===== src/rtl/instr_fetch_queue_if.sv =====
// Fetch/issue-side bundle for instr_fetch_queue. The master drives pushes,
// pops and flush. The queue (slave) returns the issue pair and its status.
interface instr_fetch_queue_if #(
    parameter int DEPTH = 8,
    parameter int CNT_W = $clog2(DEPTH) + 1
);
    logic             flush;
    logic             push_valid;
    logic [31:0]      push_instr;
    logic             push_ready;
    logic [31:0]      instr1;
    logic [31:0]      instr2;
    logic             instr1_valid;
    logic             instr2_valid;
    logic [1:0]       pop_cnt;
    logic [CNT_W-1:0] count;
    logic             underflow_err;

    modport master (
        output flush, push_valid, push_instr, pop_cnt,
        input  push_ready, instr1, instr2, instr1_valid, instr2_valid,
               count, underflow_err
    );

    modport slave (
        input  flush, push_valid, push_instr, pop_cnt,
        output push_ready, instr1, instr2, instr1_valid, instr2_valid,
               count, underflow_err
    );
endinterface


===== src/rtl/instr_fetch_queue.sv =====
// Circular instruction buffer between fetch and a dual-issue stage: one push
// per cycle, 0..2 retires per cycle, flush for redirects.
module instr_fetch_queue #(
    parameter int DEPTH = 8,
    parameter int CNT_W = $clog2(DEPTH) + 1
) (
    input  logic                Clk,
    input  logic                Rst_n,
    instr_fetch_queue_if.slave  bus
);

    localparam int PTR_W = $clog2(DEPTH);

    logic [31:0]      r_mem [DEPTH];
    logic [PTR_W-1:0] r_wr_ptr;
    logic [PTR_W-1:0] r_rd_ptr;
    logic [CNT_W-1:0] r_count;
    logic             r_underflow;

    logic             w_push_ready;
    logic             w_push_acc;
    logic [1:0]       w_eff_pop;
    logic             w_uflow_set;
    logic [PTR_W-1:0] w_rd_ptr_p1;
    logic [CNT_W-1:0] w_count_nxt;
    logic [31:0]      w_instr1;
    logic [31:0]      w_instr2;
    logic             w_instr1_valid;
    logic             w_instr2_valid;

    // A request of 3 retires as 2; never retire more than is held.
    function automatic logic [1:0] f_eff_pop(input logic [1:0]       pop_req,
                                             input logic [CNT_W-1:0] cnt);
        logic [1:0] req;
        req = (pop_req == 2'd3) ? 2'd2 : pop_req;
        if (cnt < CNT_W'(req)) begin
            f_eff_pop = cnt[1:0];
        end else begin
            f_eff_pop = req;
        end
    endfunction

    function automatic logic f_pop_illegal(input logic [1:0]       pop_req,
                                           input logic [CNT_W-1:0] cnt);
        f_pop_illegal = (pop_req == 2'd3) || (CNT_W'(pop_req) > cnt);
    endfunction

    // Handshake and bookkeeping terms derived from registered state and inputs
    always_comb begin
        w_push_ready = (r_count < CNT_W'(DEPTH));
        w_push_acc   = bus.push_valid && w_push_ready && !bus.flush;
        w_eff_pop    = f_eff_pop(bus.pop_cnt, r_count);
        w_uflow_set  = f_pop_illegal(bus.pop_cnt, r_count);
        w_rd_ptr_p1  = r_rd_ptr + PTR_W'(1);
        w_count_nxt  = r_count + CNT_W'(w_push_acc) - CNT_W'(w_eff_pop);
    end

    // Storage array; contents are never reset since reads are gated by count
    always_ff @(posedge Clk) begin
        if (w_push_acc) begin
            r_mem[r_wr_ptr] <= bus.push_instr;
        end else begin
            r_mem[r_wr_ptr] <= r_mem[r_wr_ptr];
        end
    end

    // Pointers, occupancy and sticky underflow; flush outranks push and pop
    always_ff @(posedge Clk or negedge Rst_n) begin
        if (!Rst_n) begin
            r_wr_ptr    <= '0;
            r_rd_ptr    <= '0;
            r_count     <= '0;
            r_underflow <= 1'b0;
        end else if (bus.flush) begin
            r_wr_ptr    <= '0;
            r_rd_ptr    <= '0;
            r_count     <= '0;
            r_underflow <= 1'b0;
        end else begin
            r_wr_ptr    <= r_wr_ptr + PTR_W'(w_push_acc);
            r_rd_ptr    <= r_rd_ptr + PTR_W'(w_eff_pop);
            r_count     <= w_count_nxt;
            r_underflow <= r_underflow | w_uflow_set;
        end
    end

    // Issue pair, zeroed (bubble) when the slot is empty
    always_comb begin
        w_instr1_valid = (r_count >= CNT_W'(1));
        w_instr2_valid = (r_count >= CNT_W'(2));
        if (w_instr1_valid) begin
            w_instr1 = r_mem[r_rd_ptr];
        end else begin
            w_instr1 = 32'h0000_0000;
        end
        if (w_instr2_valid) begin
            w_instr2 = r_mem[w_rd_ptr_p1];
        end else begin
            w_instr2 = 32'h0000_0000;
        end
    end

    assign bus.push_ready    = w_push_ready;
    assign bus.instr1        = w_instr1;
    assign bus.instr2        = w_instr2;
    assign bus.instr1_valid  = w_instr1_valid;
    assign bus.instr2_valid  = w_instr2_valid;
    assign bus.count         = r_count;
    assign bus.underflow_err = r_underflow;

endmodule


===== src/flat_wrapper.sv =====
// flat-port wrapper written by rule: the top's interface ports become plain ports
module instr_fetch_queue_flat 
#(
    parameter int DEPTH = 8,
    parameter int CNT_W = $clog2(DEPTH) + 1
)
  (Clk, Rst_n, bus_flush, bus_push_valid, bus_push_instr, bus_pop_cnt, bus_push_ready, bus_instr1, bus_instr2, bus_instr1_valid, bus_instr2_valid, bus_count, bus_underflow_err);
  instr_fetch_queue_if #(.DEPTH(DEPTH), .CNT_W(CNT_W)) bus_i ();
  input  logic Clk;
  input  logic Rst_n;
  input wire logic [$bits(bus_i.flush)-1:0] bus_flush;
  input wire logic [$bits(bus_i.push_valid)-1:0] bus_push_valid;
  input wire logic [$bits(bus_i.push_instr)-1:0] bus_push_instr;
  input wire logic [$bits(bus_i.pop_cnt)-1:0] bus_pop_cnt;
  output wire logic [$bits(bus_i.push_ready)-1:0] bus_push_ready;
  output wire logic [$bits(bus_i.instr1)-1:0] bus_instr1;
  output wire logic [$bits(bus_i.instr2)-1:0] bus_instr2;
  output wire logic [$bits(bus_i.instr1_valid)-1:0] bus_instr1_valid;
  output wire logic [$bits(bus_i.instr2_valid)-1:0] bus_instr2_valid;
  output wire logic [$bits(bus_i.count)-1:0] bus_count;
  output wire logic [$bits(bus_i.underflow_err)-1:0] bus_underflow_err;
  assign bus_i.flush = bus_flush;
  assign bus_i.push_valid = bus_push_valid;
  assign bus_i.push_instr = bus_push_instr;
  assign bus_i.pop_cnt = bus_pop_cnt;
  assign bus_push_ready = bus_i.push_ready;
  assign bus_instr1 = bus_i.instr1;
  assign bus_instr2 = bus_i.instr2;
  assign bus_instr1_valid = bus_i.instr1_valid;
  assign bus_instr2_valid = bus_i.instr2_valid;
  assign bus_count = bus_i.count;
  assign bus_underflow_err = bus_i.underflow_err;
  instr_fetch_queue #(.DEPTH(DEPTH), .CNT_W(CNT_W)) u_core (.Clk(Clk), .Rst_n(Rst_n), .bus(bus_i));
endmodule

===== config.mk =====
export PLATFORM = sky130hd
export DESIGN_NAME = instr_fetch_queue_flat
export DESIGN_NICKNAME = d
export VERILOG_FILES = /design/src/rtl/instr_fetch_queue_if.sv /design/src/rtl/instr_fetch_queue.sv /design/src/flat_wrapper.sv
export SDC_FILE = /design/constraint.sdc
export NUM_CORES = 1
export LEC_CHECK = 0
export BUFFER_PORTS_ARGS = -buffer_cell sky130_fd_sc_hd__buf_2
export CELL_PAD_IN_SITES_DETAIL_PLACEMENT = 0
export CELL_PAD_IN_SITES_GLOBAL_PLACEMENT = 2
export CORE_MARGIN = 5
export CORE_UTILIZATION = 40
export CTS_CLUSTER_SIZE = 24
export DETAILED_ROUTE_END_ITERATION = 16
export PLACE_DENSITY = 0.81
export SYNTH_ARGS = -nofsm -noshare
export SYNTH_HDL_FRONTEND = slang
export SYNTH_SLANG_ARGS = --single-unit

===== constraint.sdc =====
create_clock -name Clk -period 8.6 [get_ports Clk]
set_clock_uncertainty 0.15 [all_clocks]
set_input_delay 0.86 -clock Clk [delete_from_list [all_inputs] [get_ports Clk]]
set_output_delay 0.86 -clock Clk [all_outputs]
set_load 0.005 [all_outputs]

==> impl_metrics.env <==
export IMPL_outcome="complete, no violations"
export IMPL_wl_per_cell_um=26.1
export IMPL_use_met1_pct=21.2
export IMPL_power_leakage_nw=4.66
export IMPL_rsz0062_at_grt="no"
export IMPL_slew_violations=0
export IMPL_layout_nets=735
export IMPL_dp_hpwl_mm=16.7
export IMPL_cts_buffers=29
export IMPL_initial_core_util_pct=40.7
export IMPL_cp_start_kind="register"
export IMPL_num_rows=63
export IMPL_cp_arrival_ns=3.67
export IMPL_drc_errors=0
export IMPL_clk_path_buf_depth=3
export IMPL_routed_wl_mm=28.5
export IMPL_io_buffers=109
export IMPL_syn_to_final_growth_pct=15.2
export IMPL_syn_area_per_cell_um2=21.3
export IMPL_sw_frac_of_total_pct=31.5
export IMPL_die_h_um=184
export IMPL_finalSetupViolCount=0
export IMPL_post_route_period_util_pct=54.4
export IMPL_fin_cells=1095
export IMPL_grt_start_max_net_pins=67
export IMPL_period_minus_slack_ns=4.68
export IMPL_endpoint_kind="output pin"
export IMPL_synth_cell_types=25
export IMPL_drt_initial_drc_count=379
export IMPL_synth_seq_cells=267
export IMPL_tightest_slew_ns=1.08
export IMPL_vias=6357
export IMPL_cp_max_fo=66
export IMPL_hold_class="in -> async"
export IMPL_syn_nets=623
export IMPL_synth_cells=571
export IMPL_met2_usage_pct=30.5
export IMPL_layout_setup_ws_ns=3.92
export IMPL_r2r_end="u_core.bus.count[3]"
export IMPL_async_flop_share_pct=4.12
export IMPL_synth_edff_count=256
export IMPL_clkTransAtPathRegs_ns=0.06
export IMPL_top_usage_layer="met2"
export IMPL_final_antenna_net_count=0
export IMPL_dp_cells=1042
export IMPL_post_cts_resized=0
export IMPL_cellInternalPower_mw=2.96
export IMPL_grt_pass1_vias=6972
export IMPL_die_area_mm2=0.0340
export IMPL_drive_gt1_share_pct=44.0
export IMPL_dr_pass1_iters=5
export IMPL_yosys_most_used_dff="edfxtp_1"
export IMPL_cts_tree="done"
export IMPL_cp_required_ns=7.59
export IMPL_maxClockFrequency_mhz=214
export IMPL_path_class="reg -> out"
export IMPL_setup_tns_ns=0
export IMPL_cap_violations=0
export IMPL_p_seq_share_pct=36.3
export IMPL_ys_seq_area_share_pct=65.4
export IMPL_grt_pass1_wl_mm=42.7
export IMPL_clock_sinks=267
export IMPL_synth_warnings=0
export IMPL_die_w_um=184
export IMPL_clock_root_buffer="clkbuf_16"
export IMPL_finalHoldViolCount=0
export IMPL_htree_levels=1
export IMPL_synth_area_mm2=0.0122
export IMPL_antenna_found_initial=1
export IMPL_io_pins=110
export IMPL_cts_hold_fix_buffers=0
export IMPL_vdd_ir_drop_max_mv=0.199
export IMPL_reg2reg_depth=10
export IMPL_slew_headroom_pct=28.1
export IMPL_clock_latency_ns=0.54
export IMPL_power_frac_comb_pct=37.7
export IMPL_power_density_mw_per_mm2=308
export IMPL_post_cts_setup_buffers=0
export IMPL_place_ws_ns=4.38
export IMPL_r2r_start="u_core.bus.count[3]"
export IMPL_met3_usage_pct=2.49
export IMPL_place_congestion=0.706
export IMPL_core_area_mm2=0.0299
export IMPL_p_clk_share_pct=26.0
export IMPL_via_per_inst=5.81
export IMPL_grt_ovfl_total=0
export IMPL_r2r_setup_slack_ns=5.62
export IMPL_switchingPower_mw=1.36
export IMPL_grtUsageTotal_pct=16.7
[power by group through the flow]
stage,combinational (mW),sequential (mW),clock [mW]
2_1_floorplan,1.15,1.51,0
3_3_place_gp,1.63,1.59,0
3_5_place_dp,1.66,1.60,0
4_1_cts,1.67,1.57,1.15
5_1_grt,1.76,1.59,1.20
6_report,1.63,1.57,1.12
[registers in the layout, indices dropped and copies added (netlist names)]
register,cells
u_core.r_rd_ptr,3
u_core.r_mem,256
u_core.bus.underflow_err,1
u_core.r_wr_ptr,3
u_core.bus.count,4
[metrics by stage]
stage	area (um^2)	total power, mW	utilization [%]	hold slack [ns]
3_3_place_gp	13100	3.22	44.0	0.380
4_1_cts	14000	4.39	46.9	0.0297
2_1_floorplan	12200	2.66	-	0.389
5_1_grt	14000	4.54	46.9	0.0463
3_5_place_dp	13100	3.26	44.0	0.422
6_report	14000	4.32	46.9	0.0455
[worst max-delay path: stages, from the launching register on]
cell and delay (ns):
dfrtp_4 1.11, buf_4 0.94, mux4_2 0.61, a22o_1 0.28, buf_2 0.14
[area by class of cell]
cell class,instances,area (um^2)
antenna,1,2.50
clock inverter,14,78.8
inverter,9,33.8
timing repair buffer,124,658
clock buffer,38,790
tap,390,488
fill,2485,15900
multi-input combinational,252,4000
sequential,267,7970
[cells in the mapped netlist (2+ instances only)]
master,number,share of area (%)
edfxtp_1,256,63
mux4_2,128,24
a22o_1,64,4.6
clkbuf_1,18,0.56
ha_1,12,1.2
nor2_1,12,0.37
dfrtp_1,11,2.3
buf_6,10,0.93
buf_2,9,0.37
inv_1,9,0.28
nor2b_1,9,0.46
buf_4,6,0.37
a21oi_1,4,0.16
nand2b_1,4,0.21
nand2_1,3,0.093
nor3_1,3,0.12
xnor2_1,3,0.22
and2_1,2,0.10
fa_1,2,0.33
[placed cells by master (no fill, tap or decap), types with 6 or more instances in the layout]
master,instances
edfxtp_1,256
mux4_2,128
buf_2,109
a22o_1,64
clkbuf_16,29
buf_4,15
ha_1,11
inv_1,9
dfrtp_1,9
nor2b_1,8
nor2_4,7
clkbuf_1,6
[worst max path at each step]
stage,from,endpoint,slack (ns),cells after the start
after floorplan,bus_flush,u_core.r_mem[1][0],4.39,3
after global placement,u_core.r_rd_ptr[0],bus_instr2[30],4.47,4
after detailed placement,u_core.r_rd_ptr[0],bus_instr2[30],4.38,4
after CTS,u_core.r_rd_ptr[0],bus_instr2[30],3.80,4
after global routing,u_core.r_rd_ptr[0],bus_instr2[15],3.58,4
final,u_core.r_rd_ptr[0],bus_instr2[30],3.92,4
[cell families (layout without fill, tap and decap cells)]
kind of cell | Yosys count | count (layout) | share of synthesized area [%]
DFF | 267 | 267 | 65.4
muxes | 129 | 129 | 23.8
AOI/OAI and AO/OA | 70 | 70 | 4.90
buffers and inverters | 52 | 185 | 2.50
and+or+nand+nor | 35 | 35 | 1.52
adders and majority gates | 14 | 14 | 1.56
xor gates and xnor gates | 4 | 4 | 0.288
other | 0 | 1 | 0
[metal layers]
metal  vias to the layer above  part of all wire [%]  wire (um)
met5                         -                     0          0
met4                         0                   2.0        580
met3                        44                   5.2       1490
met2                       185                    54      15300
met1                      3406                    39      11200
li1                       2722                     -          -
No activity file was read; power rests on OpenSTA's default activity.
